**src/rtl/spike_frame_decoder.sv**
```systemverilog
// Spike frame decoder: counts spikes per slot, accumulates a signed
// per-frame balance over HEIGHT slots and emits a thresholded decision.
module spike_frame_decoder #(
  parameter int unsigned       WIDTH    = 8,
  parameter int unsigned       HEIGHT   = 7,
  parameter logic [HEIGHT-1:0] POS_MASK = HEIGHT'(7'b1110000),
  localparam int unsigned      CW       = WIDTH + 1,
  localparam int unsigned      IW       = (HEIGHT > 1) ? $clog2(HEIGHT) : 1,
  localparam int unsigned      BW       = $clog2(HEIGHT * (2 ** (WIDTH + 1))) + 1
) (
  input  logic                 clk,
  input  logic                 rst,
  input  logic                 pixel_in,
  input  logic                 frame_in,
  output logic [CW-1:0]        count_out,
  output logic [IW-1:0]        slot_idx,
  output logic                 slot_valid,
  output logic signed [BW-1:0] balance_out,
  output logic                 neuron_out,
  output logic                 done
);

  localparam logic [CW-1:0] CNT_MAX = {CW{1'b1}};
  localparam logic [IW-1:0] IDX_LAST = IW'(HEIGHT - 1);

  typedef enum logic [0:0] {
    IDLE  = 1'b0,
    ACCUM = 1'b1
  } state_e;

  state_e               state_q, state_d;
  logic [CW-1:0]        cnt_q, cnt_d;
  logic [IW-1:0]        idx_q, idx_d;
  logic signed [BW-1:0] bal_q, bal_d;
  logic                 clr_q, clr_d;
  logic [CW-1:0]        count_q, count_d;
  logic [IW-1:0]        slot_idx_q, slot_idx_d;
  logic                 valid_q, valid_d;
  logic                 neuron_q, neuron_d;
  logic                 done_q, done_d;

  logic                 close_c;
  logic                 spike_c;
  logic signed [BW-1:0] contrib_c;
  logic signed [BW-1:0] final_c;

  // Close event, qualified spike and the balance including the closing slot
  always_comb begin
    close_c   = (state_q == ACCUM) && !frame_in;
    spike_c   = frame_in && pixel_in;
    contrib_c = signed'(BW'(cnt_q));
    final_c   = POS_MASK[idx_q] ? (bal_q + contrib_c) : (bal_q - contrib_c);
  end

  // Next-state and datapath update; balance clears one cycle after frame end
  always_comb begin
    state_d    = state_q;
    cnt_d      = cnt_q;
    idx_d      = idx_q;
    bal_d      = clr_q ? '0 : bal_q;
    clr_d      = 1'b0;
    count_d    = count_q;
    slot_idx_d = slot_idx_q;
    valid_d    = 1'b0;
    neuron_d   = neuron_q;
    done_d     = 1'b0;

    if (spike_c && (cnt_q != CNT_MAX)) begin
      cnt_d = cnt_q + CW'(1);
    end

    unique case (state_q)
      IDLE: begin
        if (frame_in) begin
          state_d = ACCUM;
        end
      end
      ACCUM: begin
        if (close_c) begin
          state_d    = IDLE;
          cnt_d      = '0;
          count_d    = cnt_q;
          slot_idx_d = idx_q;
          valid_d    = 1'b1;
          bal_d      = final_c;
          if (idx_q == IDX_LAST) begin
            idx_d    = '0;
            neuron_d = !final_c[BW-1] && (final_c != '0);
            done_d   = 1'b1;
            clr_d    = 1'b1;
          end else begin
            idx_d = idx_q + IW'(1);
          end
        end
      end
      default: state_d = IDLE;
    endcase
  end

  // State and output registers with asynchronous active-low reset
  always_ff @(posedge clk or negedge rst) begin
    if (!rst) begin
      state_q    <= IDLE;
      cnt_q      <= '0;
      idx_q      <= '0;
      bal_q      <= '0;
      clr_q      <= 1'b0;
      count_q    <= '0;
      slot_idx_q <= '0;
      valid_q    <= 1'b0;
      neuron_q   <= 1'b0;
      done_q     <= 1'b0;
    end else begin
      state_q    <= state_d;
      cnt_q      <= cnt_d;
      idx_q      <= idx_d;
      bal_q      <= bal_d;
      clr_q      <= clr_d;
      count_q    <= count_d;
      slot_idx_q <= slot_idx_d;
      valid_q    <= valid_d;
      neuron_q   <= neuron_d;
      done_q     <= done_d;
    end
  end

  assign count_out   = count_q;
  assign slot_idx    = slot_idx_q;
  assign slot_valid  = valid_q;
  assign balance_out = bal_q;
  assign neuron_out  = neuron_q;
  assign done        = done_q;

endmodule
```
**config.mk**
```make
export PLATFORM = sky130hd
export DESIGN_NAME = spike_frame_decoder
export DESIGN_NICKNAME = d
export VERILOG_FILES = /design/src/rtl/spike_frame_decoder.sv
export SDC_FILE = /design/constraint.sdc
export NUM_CORES = 1
export LEC_CHECK = 0
export BUFFER_PORTS_ARGS = -buffer_cell sky130_fd_sc_hd__buf_2
export CELL_PAD_IN_SITES_DETAIL_PLACEMENT = 1
export CELL_PAD_IN_SITES_GLOBAL_PLACEMENT = 1
export CORE_ASPECT_RATIO = 0.75
export CORE_MARGIN = 10
export CORE_UTILIZATION = 25
export CTS_CLUSTER_DIAMETER = 100
export DETAILED_ROUTE_END_ITERATION = 12
export GPL_ROUTABILITY_DRIVEN = 1
export PLACE_DENSITY = 0.59
export SETUP_SLACK_MARGIN = 0.15
export SLEW_MARGIN = 10
export SYNTH_ARGS = -nofsm -noshare
export SYNTH_HDL_FRONTEND = slang
export SYNTH_SLANG_ARGS = --single-unit
```
**constraint.sdc**
```tcl
create_clock -name clk -period 5.6 [get_ports clk]
set_input_delay 0.84 -clock clk [delete_from_list [all_inputs] [get_ports clk]]
set_output_delay 0.84 -clock clk [all_outputs]
set_load 0.02 [all_outputs]
```
==> out/metrics.csv, run 1 <==
metric;value;unit
synthFlopType;dfrtp_1;
finalInstanceArea;2930;um^2
synthCells;278;
synthTopCellsByArea;dfrtp_1 42%, ha_1 7.6%, nand2_1 7.5%;
grt_max_degree;42;
cpMostUsedCell;ha_1;
rrSetupSlack;2.44;ns
antenna_cells;0;
rr_startpoint;cnt_q[0]$_DFF_PN0_;
synth.most_common_cell;nand2_1;
clkPwrFrac;22.1;%
peakVddDrop;0.164;mV
drv_cap;0;
fp.dieArea;14300;um^2
p_comb_share;51.0;%
fin_util;30.3;%
rows;31;
holdPathStages;2;
synth_area_leader_cell;dfrtp_1;
slew_headroom;35.1;%
postCtsSetupBuffers;0;
wl;6920;um
nFillCells;1129;
fmax;0.317;GHz
antenna_found_initial;0;
sw_frac_of_total;43.7;%
placed_area;2740;um^2
fp.dieH;106;um
clk_pin_slew;0.06;ns
gr-total-overflow;0;
arrival;3.38;ns
grt_pass1_vias;2156;
yosys-top-cells-count;49 x nand2_1, 41 x dfrtp_1, 24 x nor2_1, 16 x o21ai_1, 15 x ha_1;
r2r_cells;12;
synth_cell_types;41;
vias_per_cell;4.61;
worst_pin_slew;0.974;ns
required;5.82;ns
slew_violations;0;
num_io_pins;32;
dr.pass1.iters;4;
die_w;135;um
yosysTopAreaCellShare;41.6;%
netlist_area;2470;um^2
crit_fanout;7;
clockBufferDepth;2;
power_density;584;nW/um^2
r2r-end;neuron_out$_DFFE_PN0P_;
ys_warn_count;0;
ys_ff_latch;41;
synth_edf_count;0;
numPortBuffers;31;
fp.coreArea;9660;um^2
synthArstFlopShare;100;%
initial_core_util;25.5;%
gpl.final_weighted_congestion;0.821;
track_usage;10.0;%
hold_violations;0;
min-delay-path-class;flip-flop to flip-flop;
drc_errors;0;
synthToLayoutAreaGrowth;18.7;%
syn_area_per_cell;8.88;um^2
fin_crit;3.16;ns
status;finished, final reports clean;
seq_power_share;26.8;%
num_vias;2012;
start_kind;flip-flop;
cts_max_level;2;
grt_setup_unrepaired;no;
synthesis.nets;298;
clk_latency;0.29;ns
clockRootBuffer;clkbuf_16;
worstSetupPathType;flip-flop to flip-flop;
ant_nets;0;
p_sw;0.000747;W
p_leak;1.42;nW
min_to;count_out[7]$_DFFE_PN0P_;
fin_crit_sh;56.4;%
cts.sinks;41;
dp_hpwl;5140;um
setup_tns;0;ns
drive_above_1_share;16.1;%
setup_viol;0;
synth_seq_area_share;41.6;%
path_cells;inv_1 -> ha_1 -> a21oi_1 -> xor2_1 -> ha_1 -> a21o_1 -> nor3_2 -> a211oi_1 -> o31a_1 -> or3_1 -> a31o_1 -> a21oi_2;
min_from;count_out[7]$_DFFE_PN0P_;
hold_buffers;0;
cts_resized;0;
endpoint_kind;flip-flop;
cts_buffers;5;
max_stage_delay;0.47;ns
first_iter_violations;73;
cts_tree;done;
routedWlPerCell;15.9;um
grt_pass1_wl;11500;um
nets;323;
cpMaxStageDelayCell;dfrtp_1;
p_int;0.000962;W
fin_skew;0.00485;ns
[stage by stage]
stage          worst slack (ns)  hold slack [ns]  cells  total power (W)
3_5_place_dp               2.49            0.460    428          0.00134
3_3_place_gp               2.54            0.454    428          0.00132
6_report                   2.44            0.472    436          0.00171
5_1_grt                    2.23            0.497    436          0.00186
4_1_cts                    2.45            0.475    436          0.00173
2_1_floorplan              2.79            0.500    278          0.00108
[state kept, by name (all words and copies together) (netlist names), 3 cells and up]
signal / flops
slot_idx: 3
idx_q: 3
cnt_q: 9
balance_out: 13
count_out: 9
[final cells by class]
type,count,area [um^2],share of cell area [%]
Multi-Input combinational cell,213,1350,46.1
Sequential cell,41,1030,35.0
Clock inverter,3,65.1,2.22
Timing Repair Buffer,31,155,5.30
Inverter,11,41.3,1.41
Tap cell,132,165,5.64
Clock buffer,5,125,4.27
[power by group through the flow]
stage          sequential [W]  combinational, W  clock, W
3_5_place_dp         0.000466          0.000869         0
2_1_floorplan        0.000506          0.000579         0
3_3_place_gp         0.000460          0.000863         0
6_report             0.000458          0.000872  0.000378
4_1_cts              0.000461          0.000880  0.000390
5_1_grt              0.000474          0.000984  0.000402
[kinds of logic (layout without fill, tap and decap cells)]
kind of cell / Yosys count / count (layout) / share of synthesized area, %
adder cells (fa/ha/maj): 16 / 16 / 8.42
AND/OR/NAND/NOR: 113 / 113 / 22.9
AO/OA/AOI/OAI: 60 / 60 / 14.7
XOR/XNOR: 20 / 20 / 7.10
flip-flops: 41 / 41 / 41.6
multiplexers: 4 / 4 / 1.67
buffers and inverters: 24 / 50 / 3.70
[cells in the final DEF (no fill, tap or decap), types with 3 or more instances in the layout]
cell type	Yosys	routed
a31oi_1	7	7
ha_1	15	15
inv_1	10	10
nor2_1	24	24
dfrtp_1	41	41
buf_2	1	31
nand3b_1	12	12
a21oi_1	12	12
nand4_1	5	5
nor3_2	3	3
xnor2_1	6	6
nand3_1	4	4
o21ai_1	16	16
mux2i_1	3	3
nand2_1	49	49
or3_1	6	6
o21ai_0	7	7
o31ai_1	3	3
clkbuf_16	0	5
xor2_1	14	14
[per-layer routing]
| metal | wire, um | GRT usage [%] | vias up | part of all wire, % |
|---|---|---|---|---|
| met5 | 0 | 0 | - | 0 |
| met3 | 371 | 3.53 | 7 | 5.4 |
| met4 | 54 | 2.56 | 0 | 0.78 |
| met2 | 2800 | 14.5 | 35 | 40 |
| li1 | - | - | 1008 | - |
| met1 | 3690 | 13.7 | 962 | 53 |
[worst max-delay path by stage]
stage / depth (start not counted) / endpoint / start / slack, ns
floorplan: 12 / neuron_out$_DFFE_PN0P_ / cnt_q[3]$_DFF_PN0_ / 2.79
global placement: 11 / neuron_out$_DFFE_PN0P_ / cnt_q[3]$_DFF_PN0_ / 2.54
detailed placement: 11 / neuron_out$_DFFE_PN0P_ / cnt_q[3]$_DFF_PN0_ / 2.49
CTS: 11 / balance_out[11]$_DFF_PN0_ / cnt_q[0]$_DFF_PN0_ / 2.45
global route: 11 / balance_out[11]$_DFF_PN0_ / cnt_q[0]$_DFF_PN0_ / 2.23
finish: 12 / neuron_out$_DFFE_PN0P_ / cnt_q[0]$_DFF_PN0_ / 2.44
[worst max-delay path, delay by kind of cell, from the launching register on]
| family | cells | cell delay [ns] |
|---|---|---|
| xor gates and xnor gates | 1 | 0.23 |
| buffers and inverters | 1 | 0.12 |
| adders and majority gates | 2 | 0.61 |
| AOI/OAI and AO/OA | 6 | 1.21 |
| DFF | 1 | 0.47 |
| and+or+nand+nor | 2 | 0.44 |
Note: power is estimated with default switching activity, not from simulation.
==> run 2, diff against run 1 <==
- PLACE_DENSITY: 0.59 -> 0.61
- clock period: 5.6 -> 2.81 ns (I/O delays scaled with it)
==> out/metrics.csv, run 2 (synthesis results as in run 1) <==
metric;value;unit
rows;31;
fp.dieH;106;um
setup_tns;0;ns
fin_skew;0.00944;ns
place_ws;-0.0542;ns
hold_violations;0;
r2r_cells;10;
p_leak;1.57;nW
clockBufferDepth;2;
die_w;135;um
power_density;1160;nW/um^2
hold_buffers;0;
first_iter_violations;122;
fp.coreArea;9660;um^2
numPortBuffers;31;
required;3.03;ns
rr_startpoint;cnt_q[7]$_DFF_PN0_;
max_stage_delay;0.43;ns
cts_tree;done;
drv_cap;0;
antenna_cells;0;
grt_max_degree;42;
setup_slack;0.0400;ns
grt_pass1_vias;2236;
dp_hpwl;5330;um
peakVddDrop;0.415;mV
crit_fanout;4;
cpMaxStageDelayCell;dfrtp_1;
dpl.cell_count;454;
cts_max_level;2;
drc_errors;0;
clk_latency;0.29;ns
wl;7290;um
r2r-end;balance_out[12]$_DFF_PN0_;
worstSetupPathType;flip-flop to flip-flop;
drive_above_1_share;31.4;%
grt_pass1_wl;11800;um
arrival;2.99;ns
fin_crit_sh;98.6;%
slew_headroom;35.7;%
clk_pin_slew;0.07;ns
start_kind;flip-flop;
nets;357;
gpl.final_weighted_congestion;0.834;
track_usage;10.1;%
fin_util;33.8;%
endpoint_kind;flip-flop;
rrSetupSlack;0.04;ns
routedWlPerCell;15.5;um
cts_buffers;5;
ant_nets;0;
cts.sinks;41;
clockRootBuffer;clkbuf_16;
path_cells;nor4_2 -> a31oi_1 -> ha_1 -> inv_1 -> nor2_1 -> o21a_1 -> o31a_1 -> or3_1 -> nand3_2 -> mux2i_1;
placed_area;2950;um^2
status;finished, final reports clean;
dr.pass1.iters;4;
num_io_pins;32;
num_vias;2189;
finalInstanceArea;3270;um^2
min-delay-path-class;input port to asynchronous set/reset pin;
fin_crit;2.77;ns
vias_per_cell;4.66;
mostFrequentLayoutCells;49 x nand2_1, 40 x dfrtp_1, 33 x buf_4;
slew_violations;0;
mostFrequentLayoutCell;nand2_1;
synthToLayoutAreaGrowth;32.4;%
gr-total-overflow;0;
antenna_found_initial;0;
nFillCells;1119;
stdcell_count;470;
worst_pin_slew;0.965;ns
fp.dieArea;14300;um^2
fmax;0.361;GHz
initial_core_util;25.5;%
setup_viol;0;
grt_setup_unrepaired;yes;
largest_register_ffs;13;
[run 2: cell count changes in the layout (fill, tap and decap cells not counted), moves of 2 or more]
cell       before  now
inv_2           1    3
bufinv_16       2    0
ha_1           15   11
ha_4            0    2
nor2_1         24   22
o31ai_1         3    1
a21oi_2         2    5
buf_4           0   33
a21oi_1        12    8
inv_1          10    8
o31ai_2         0    2
ha_2            0    2
[run 2: worst max-delay path by stage]
stage                     cells past startpoint                from                         to  slack [ns]
after global placement                       12  cnt_q[1]$_DFF_PN0_     neuron_out$_DFFE_PN0P_       0.003
final                                        10  cnt_q[7]$_DFF_PN0_  balance_out[12]$_DFF_PN0_        0.04
after floorplan                              12  cnt_q[3]$_DFF_PN0_     neuron_out$_DFFE_PN0P_        0.14
after global routing                         11  cnt_q[3]$_DFF_PN0_  balance_out[12]$_DFF_PN0_       -0.14
after CTS                                    13  cnt_q[1]$_DFF_PN0_     neuron_out$_DFFE_PN0P_        0.03
after detailed placement                     12  cnt_q[1]$_DFF_PN0_     neuron_out$_DFFE_PN0P_       -0.05
[run 2: what timing repair did]
action | in CTS | in global routing
resized for setup | 9 | 18
endpoints found under the setup margin | 3 | 7
pin swaps | 12 | 17
setup buffers | 5 | 3
[run 2: critical path, delay by kind of cell, from the launching register on]
kind	cells	cell delay, ns
AO/OA/AOI/OAI	3	0.66
AND/OR/NAND/NOR	4	0.95
adder cells (fa/ha/maj)	1	0.32
multiplexers	1	0.18
buffers and inverters	1	0.17
flip-flops	1	0.43
[run 2: cell type report]
class | count | area (um^2) | share of cell area, %
multi-input combinational | 213 | 1480 | 45.2
tap | 132 | 165 | 5.06
timing repair buffer | 65 | 414 | 12.7
inverter | 11 | 41.3 | 1.26
clock inverter | 3 | 17.5 | 0.536
clock buffer | 5 | 125 | 3.83
sequential | 41 | 1030 | 31.5
[run 2: metal layers]
metal | share of wire, % | global-route usage [%] | up-vias
li1 | - | - | 1085
met1 | 52 | 14.1 | 1064
met2 | 43 | 14.8 | 31
met3 | 4.4 | 2.92 | 9
met4 | 1.0 | 2.79 | 0
met5 | 0 | 0 | -
[run 2: stage by stage]
| stage | power, W | hold slack [ns] |
|---|---|---|
| 5_1_grt | 0.00411 | 0.286 |
| 6_report | 0.00380 | 0.287 |
| 4_1_cts | 0.00364 | 0.278 |
| 3_5_place_dp | 0.00296 | 0.462 |
| 2_1_floorplan | 0.00217 | 0.126 |
| 3_3_place_gp | 0.00292 | 0.459 |
[run 2: report_power, final]
part	internal (W)	switching [W]
Sequential	0.000739	0.000151
Clock	0.000326	0.000249
Combinational	0.00108	0.00126
